<file path="config.mk">
export PLATFORM = sky130hd
export DESIGN_NAME = captura_7seg_binario
export DESIGN_NICKNAME = d
export VERILOG_FILES = /design/src/rtl/deco7seg_pkg.sv /design/src/rtl/codif_7seg_binario.sv /design/src/rtl/captura_7seg_binario.sv
export SDC_FILE = /design/constraint.sdc
export NUM_CORES = 1
export LEC_CHECK = 0
export CORE_AREA = 2 2 59 61
export DETAILED_ROUTE_END_ITERATION = 12
export DIE_AREA = 0 0 61 63
export GPL_TIMING_DRIVEN = 0
export MAX_ROUTING_LAYER = met4
export PLACE_DENSITY_LB_ADDON = 0.08
export SLEW_MARGIN = 20
export SYNTH_ARGS = -nofsm -noshare
export SYNTH_HDL_FRONTEND = slang
export SYNTH_SLANG_ARGS = --single-unit
</file>
<file path="constraint.sdc">
create_clock -name i_Clk -period 3.53 [get_ports i_Clk]
set_input_delay 0.5295 -clock i_Clk [delete_from_list [all_inputs] [get_ports i_Clk]]
set_output_delay 0.5295 -clock i_Clk [all_outputs]
set_load 0.03 [all_outputs]
</file>
<file path="src/rtl/deco7seg_pkg.sv">
// Shared definitions for 7-segment pattern decoding and capture.
// Contents: segment table (active-high, bit0=a .. bit6=g), capture FSM
// state encoding, and the decoder result type with its invalid encoding.
package deco7seg_pkg;

   // Segment pattern per hex value; entry 0 is the rightmost element.
   localparam logic [15:0][6:0] SEG_TABLE = {
      7'h71, 7'h79, 7'h5E, 7'h39, 7'h7C, 7'h77, 7'h6F, 7'h7F,
      7'h07, 7'h7D, 7'h6D, 7'h66, 7'h4F, 7'h5B, 7'h06, 7'h3F
   };

   typedef enum logic [1:0] {
      ESPERA    = 2'd0,
      CONTANDO  = 2'd1,
      CAPTURADO = 2'd2
   } estado_e;

   typedef struct packed {
      logic       valido;
      logic [3:0] valor;
   } codif_t;

   localparam codif_t CODIF_INVALIDO = '{valido: 1'b0, valor: 4'h0};

endpackage

</file>
<file path="src/rtl/codif_7seg_binario.sv">
// Combinational 7-segment pattern to hex encoder.
// Ports: i_Segmentos - active-high segment pattern (bit0=a .. bit6=g)
//        o_Codif_c   - {valido, valor}; CODIF_INVALIDO when unrecognised
module codif_7seg_binario
   import deco7seg_pkg::*;
(
   input  logic [6:0] i_Segmentos,
   output codif_t     o_Codif_c
);

   // Table search; the entries are unique so at most one matches.
   always_comb begin
      o_Codif_c = CODIF_INVALIDO;
      for (int v = 0; v < 16; v++) begin
         if (i_Segmentos == SEG_TABLE[4'(v)]) begin
            o_Codif_c = '{valido: 1'b1, valor: 4'(v)};
         end
      end
   end

endmodule

</file>
<file path="src/rtl/captura_7seg_binario.sv">
// Captures a multiplexed 7-segment display bus back into hex digits.
// Ports: i_Clk, i_Rst_n (sync, active-low), i_Segmentos (a..g),
//        i_Digitos (one-hot selects), o_Valor (4 bits per digit),
//        o_Digito (last captured index), o_Valido / o_Error / o_Trama pulses.
module captura_7seg_binario
   import deco7seg_pkg::*;
#(
   parameter int unsigned NUM_DIG     = 4,
   parameter int unsigned STABLE_CYC  = 4,
   parameter bit          ACTIVO_BAJO = 1'b0
) (
   input  logic                 i_Clk,
   input  logic                 i_Rst_n,
   input  logic [6:0]           i_Segmentos,
   input  logic [NUM_DIG-1:0]   i_Digitos,
   output logic [4*NUM_DIG-1:0] o_Valor,
   output logic [2:0]           o_Digito,
   output logic                 o_Valido,
   output logic                 o_Error,
   output logic                 o_Trama
);

   localparam int unsigned CNT_W = $clog2(STABLE_CYC + 1);
   localparam int unsigned VAL_W = 4 * NUM_DIG;

   logic [6:0]         seg_d, s_seg_q;
   logic [NUM_DIG-1:0] s_dig_q;
   logic [CNT_W-1:0]   cnt_d, cnt_q;
   estado_e            estado_d, estado_q;
   logic [VAL_W-1:0]   valor_d, valor_q;
   logic [2:0]         digito_d, digito_q, idx_c;
   logic [NUM_DIG-1:0] mask_d, mask_q, mask_set_c;
   logic               valido_q, error_q, trama_q;
   logic               captura_c, acierto_c, fallo_c, trama_c;
   codif_t             codif_c;

   assign seg_d = ACTIVO_BAJO ? ~i_Segmentos : i_Segmentos;

   codif_7seg_binario u_codif (
      .i_Segmentos (s_seg_q),
      .o_Codif_c   (codif_c)
   );

   // Run counter tracks how long the value entering the sample register
   // has been held, so it is valid in the same cycle as that sample.
   always_comb begin
      cnt_d = cnt_q;
      if (!$onehot(i_Digitos)) begin
         cnt_d = '0;
      end else if ({seg_d, i_Digitos} != {s_seg_q, s_dig_q}) begin
         cnt_d = CNT_W'(1);
      end else if (cnt_q < CNT_W'(STABLE_CYC)) begin
         cnt_d = cnt_q + CNT_W'(1);
      end
   end

   // FSM state register
   always_ff @(posedge i_Clk) begin
      if (!i_Rst_n) estado_q <= ESPERA;
      else          estado_q <= estado_d;
   end

   // FSM next state; cnt_q==1 in CAPTURADO means the sample just changed.
   always_comb begin
      estado_d = estado_q;
      if (!$onehot(s_dig_q)) begin
         estado_d = ESPERA;
      end else begin
         unique case (estado_q)
            ESPERA:    estado_d = CONTANDO;
            CONTANDO:  if (cnt_q == CNT_W'(STABLE_CYC)) estado_d = CAPTURADO;
            CAPTURADO: if (cnt_q == CNT_W'(1)) estado_d = CONTANDO;
            default:   estado_d = ESPERA;
         endcase
      end
   end

   // FSM outputs: capture decision and next values of the capture registers
   always_comb begin
      idx_c = '0;
      for (int i = 0; i < NUM_DIG; i++) begin
         if (s_dig_q[i]) idx_c = 3'(i);
      end
      captura_c  = (estado_q == CONTANDO) && $onehot(s_dig_q) &&
                   (cnt_q == CNT_W'(STABLE_CYC));
      acierto_c  = captura_c && codif_c.valido;
      fallo_c    = captura_c && !codif_c.valido;
      mask_set_c = mask_q | s_dig_q;
      trama_c    = acierto_c && (&mask_set_c);
      valor_d    = valor_q;
      digito_d   = digito_q;
      mask_d     = mask_q;
      if (acierto_c) begin
         for (int i = 0; i < NUM_DIG; i++) begin
            if (s_dig_q[i]) valor_d[4*i +: 4] = codif_c.valor;
         end
         digito_d = idx_c;
         mask_d   = trama_c ? '0 : mask_set_c;
      end
   end

   // Sample register, run counter and capture registers
   always_ff @(posedge i_Clk) begin
      if (!i_Rst_n) begin
         s_seg_q  <= '0;
         s_dig_q  <= '0;
         cnt_q    <= '0;
         valor_q  <= '0;
         digito_q <= '0;
         mask_q   <= '0;
         valido_q <= 1'b0;
         error_q  <= 1'b0;
         trama_q  <= 1'b0;
      end else begin
         s_seg_q  <= seg_d;
         s_dig_q  <= i_Digitos;
         cnt_q    <= cnt_d;
         valor_q  <= valor_d;
         digito_q <= digito_d;
         mask_q   <= mask_d;
         valido_q <= acierto_c;
         error_q  <= fallo_c;
         trama_q  <= trama_c;
      end
   end

   assign o_Valor  = valor_q;
   assign o_Digito = digito_q;
   assign o_Valido = valido_q;
   assign o_Error  = error_q;
   assign o_Trama  = trama_q;

endmodule

</file>
==> out/summary.md <==
## Hold path
- 2 — Hold Path Cell Cnt
- mask_q[2] — launch point of the worst hold path
- mask_q[2] — Worst Hold Endpoint
- reg2reg — path class of the lowest-slack min-delay path

## Worst setup path
- flop — Critical Path Sink Type
- 0.55 ns — delay of the slowest critical-path stage
- adder cells — cell family with most CP delay
- 2.90 ns — Critical Path AT
- s_dig_q[0] — FF-to-FF Start
- o_Digito[0] — worst reg2reg endpoint
- 3.76 ns — worst path required time
- sky130_fd_sc_hd__or4bb_1 — cell type of the slowest stage on the worst timing path
- in2reg — Crit Path Class
- clkdlybuf4s50_1 -> inv_1 -> fa_1 -> inv_1 -> ha_1 -> ha_1 -> or4bb_1 -> nor4_1 — ordered cell list for the critical path
- 3 — top fanout value on the critical path
- 10 — depth of the worst register-to-register path
- 0.90 ns — setup slack of the worst register-to-register path
- 3 — sum of buffers and inverters on the critical path
- input port — startpoint type of the worst setup path

## Global routing
- 17 — largest net degree at the start of global routing
- 945 — vias in the first global route
- 13.6% — All-Layer GR Usage
- 0 — total overflow reported by the global router
- 3.95 mm — wire length of the first global-routing pass
- 0 — number of antenna violations at the first check in global routing

## Route
- 1007 — total via count after detailed routing
- 2.33 mm — Final Routed Wirelength
- 4.50 — vias per cell
- 16 — Iter 0 DRT Violations
- 4 — length of the first detailed-routing pass in iterations
- 0 — DRC errors left
- 0 — post-route antenna net violation count
- 10.4 um — Routed WL per cell

## STA
- 0 — number of slew-limit violations in the final report
- 0 — final setup vio count
- 75.7% — Tcrit/Tclk final
- 66.3% — max-slew headroom at the worst pin
- 0.374 GHz — FMAX
- 0.0143 ns — largest clock skew in the final design
- 0 — final number of hold-violating endpoints
- 0 ns — Final TNS setup
- 0.490 ns — worst hold slack after final layout
- false — setup repair after global routing missed its margin
- 2.67 ns — min Tclk post-route
- 0.505 ns — transition time at the pin with the least slew margin

## Clock network
- 1 — CTS HTree Levels
- 3 — clock buffer count from CTS
- 0 — CTS-repair resized insts
- 0.15 ns — Clock Pin Slew Worst Setup and Hold Paths
- 28 — number of sinks on the clock net
- 0.32 ns — insertion delay of the later-clocked pin in the worst-skew pair
- sky130_fd_sc_hd__clkbuf_4 — Clock Tree Root
- 2 — Clock Path Buffers
- 0 — post-CTS setup buffers
- done — clock tree from TritonCTS
- 0 — quantity of hold-fixing buffers added after cts

## Yosys
- 33 — number of unique standard cell types used by synthesis
- 28 x sky130_fd_sc_hd__dfxtp_1, 15 x sky130_fd_sc_hd__buf_4, 13 x sky130_fd_sc_hd__inv_1 — leading post-synthesis cells by instance count
- 1380 sq um — combined area of all synthesized cells
- sky130_fd_sc_hd__dfxtp_1 — most instantiated library cell after synthesis
- 0 — EDFF count, synth
- 40.8% — share of synthesized area occupied by flip-flops and latches
- 9.75 sq um — average footprint of a synthesized cell
- 28 — register bit total from synthesis
- 0 — Yosys Warn Count
- sky130_fd_sc_hd__dfxtp_1 41%, sky130_fd_sc_hd__buf_4 8.2%, sky130_fd_sc_hd__ha_1 6.4% — main area contributors after synthesis
- sky130_fd_sc_hd__dfxtp_1 — most area-hungry cell type in the Yosys netlist
- 0% — Async S/R FF share, synth
- sky130_fd_sc_hd__dfxtp_1 — top_reg_cell synth
- 141 — cell count after synthesis
- 40.8% — area share of the largest cell type after synthesis

## Placed design
- 1760 sq um — placement-stage cell area
- 1.89 mm — placed wire-length estimate
- 32 — number of I/O port buffers
- 0.717 — last weighted congestion value of the routability-driven placer

## Floorplanning
- 35 — num ports
- 21 — Placement Rows
- 63 um — die span in y
- 3840 sq um — area enclosed by the die boundary
- 42.5% — initial core utilization
- 61 um — die boundary width
- 3230 sq um — Core Footprint

## Pwr
- 343 nW/um^2 — power density relative to cell area
- 0.000782 uW — leakage power summed over all cells
- 0.264 mV — peak ir drop on the vdd network
- 621 uW — total power

## Cells and area
- 305 — count of filler cells inserted in the layout
- 1810 sq um — summed area of non-filler cells in the final layout
- 14.0% — ratio of cells with drive above 1 in the final layout
- 56.0% — Final Util
- 31.6% — P&R area growth vs syn
- 0 — n_diodes
- 201 — layout net count
- 638 sq um — multi-input gate area in the final layout
- 561 sq um — combined flip-flop and latch cell area

## Run
- 0 — # Max-Cap Violations

## Outcome
- complete, no violations — outcome

registers in the layout, summed over array words and instances, names as in the netlist:
| name | count |
|---|---|
| cnt_q | 3 |
| o_Digito | 2 |
| o_Valor | 4 |
| o_Trama | 1 |
| o_Valido | 1 |
| s_dig_q | 4 |
| s_seg_q | 7 |
| estado_q | 2 |
| mask_q | 4 |
area by class of cell:
| type | count | area share, % |
|---|---|---|
| Buffer | 18 | 7.26 |
| Clock inverter | 1 | 1.66 |
| Tap cell | 46 | 3.18 |
| Clock buffer | 3 | 1.24 |
| Sequential cell | 28 | 31.0 |
| Inverter | 13 | 2.70 |
| Timing Repair Buffer | 32 | 17.7 |
| Multi-Input combinational cell | 83 | 35.3 |
cells by family after synthesis:
group	Yosys count	share of synthesized area (%)
AO/OA/AOI/OAI	17	8.37
multiplexers	1	0.728
other	1	0.273
AND/OR/NAND/NOR	42	19.8
XOR/XNOR	12	7.64
adder cells (fa/ha/maj)	9	9.28
buffers and inverters	31	13.1
flip-flops	28	40.8
metal layers:
metal | GRT usage, % | up-vias | wire [um]
met5 | - | - | 0
met4 | 4.08 | 0 | 22
met3 | 1.86 | 2 | 85
met2 | 24.2 | 23 | 1210
met1 | 15.3 | 465 | 1010
li1 | - | 517 | -
through the flow:
| stage | worst slack (ns) | std cells |
|---|---|---|
| 3_5_place_dp | 0.493 | 220 |
| 6_report | 0.857 | 224 |
| 4_1_cts | 0.840 | 224 |
| 2_1_floorplan | 1.09 | 142 |
| 3_3_place_gp | 0.548 | 220 |
| 5_1_grt | 0.756 | 224 |
worst min-delay path, delay by kind of cell (launching register included):
kind / cells / cell delay (ns)
AOI/OAI and AO/OA: 1 / 0.04
DFF: 1 / 0.36
and+or+nand+nor: 1 / 0.07
how the worst max path moves through the flow:
stage	start	end	cells after the start
finish	i_Digitos[0]	cnt_q[1]	8
detailed placement	i_Digitos[0]	cnt_q[1]	8
global placement	i_Digitos[0]	cnt_q[2]	8
CTS	i_Digitos[0]	cnt_q[1]	8
global route	s_dig_q[0]	o_Digito[0]	10
floorplan	s_dig_q[0]	o_Digito[0]	10
cells in the final DEF (no fill, tap or decap):
cell	n
sky130_fd_sc_hd__a21oi_1	11
sky130_fd_sc_hd__and2_1	11
sky130_fd_sc_hd__buf_4	15
sky130_fd_sc_hd__buf_6	1
sky130_fd_sc_hd__bufinv_16	1
sky130_fd_sc_hd__clkbuf_1	2
sky130_fd_sc_hd__clkbuf_4	3
sky130_fd_sc_hd__clkdlybuf4s50_1	32
sky130_fd_sc_hd__conb_1	2
sky130_fd_sc_hd__dfxtp_1	28
sky130_fd_sc_hd__fa_1	2
sky130_fd_sc_hd__ha_1	7
sky130_fd_sc_hd__inv_1	13
sky130_fd_sc_hd__mux2i_1	1
sky130_fd_sc_hd__nand2b_1	2
sky130_fd_sc_hd__nand3_1	1
sky130_fd_sc_hd__nand3b_1	1
sky130_fd_sc_hd__nand4_1	2
sky130_fd_sc_hd__nand4b_4	1
sky130_fd_sc_hd__nor2_1	9
sky130_fd_sc_hd__nor2_2	1
sky130_fd_sc_hd__nor2_4	1
sky130_fd_sc_hd__nor2b_1	4
sky130_fd_sc_hd__nor3_1	1
sky130_fd_sc_hd__nor3b_1	1
sky130_fd_sc_hd__nor4_1	4
sky130_fd_sc_hd__o211a_1	1
sky130_fd_sc_hd__o211ai_1	1
sky130_fd_sc_hd__o22ai_1	2
sky130_fd_sc_hd__o31a_1	1
sky130_fd_sc_hd__o31ai_4	1
sky130_fd_sc_hd__or2_1	1
sky130_fd_sc_hd__or3b_4	1
sky130_fd_sc_hd__or4bb_1	1
sky130_fd_sc_hd__xnor2_1	8
sky130_fd_sc_hd__xor2_1	4
power by group:
part	internal (uW)	switching (uW)	total [uW]
combinational	43.6	37.6	81.2
clock	115	89.3	204
sequential	326	10.2	336
total	484	137	621
No activity file was read; power rests on OpenSTA's default activity.
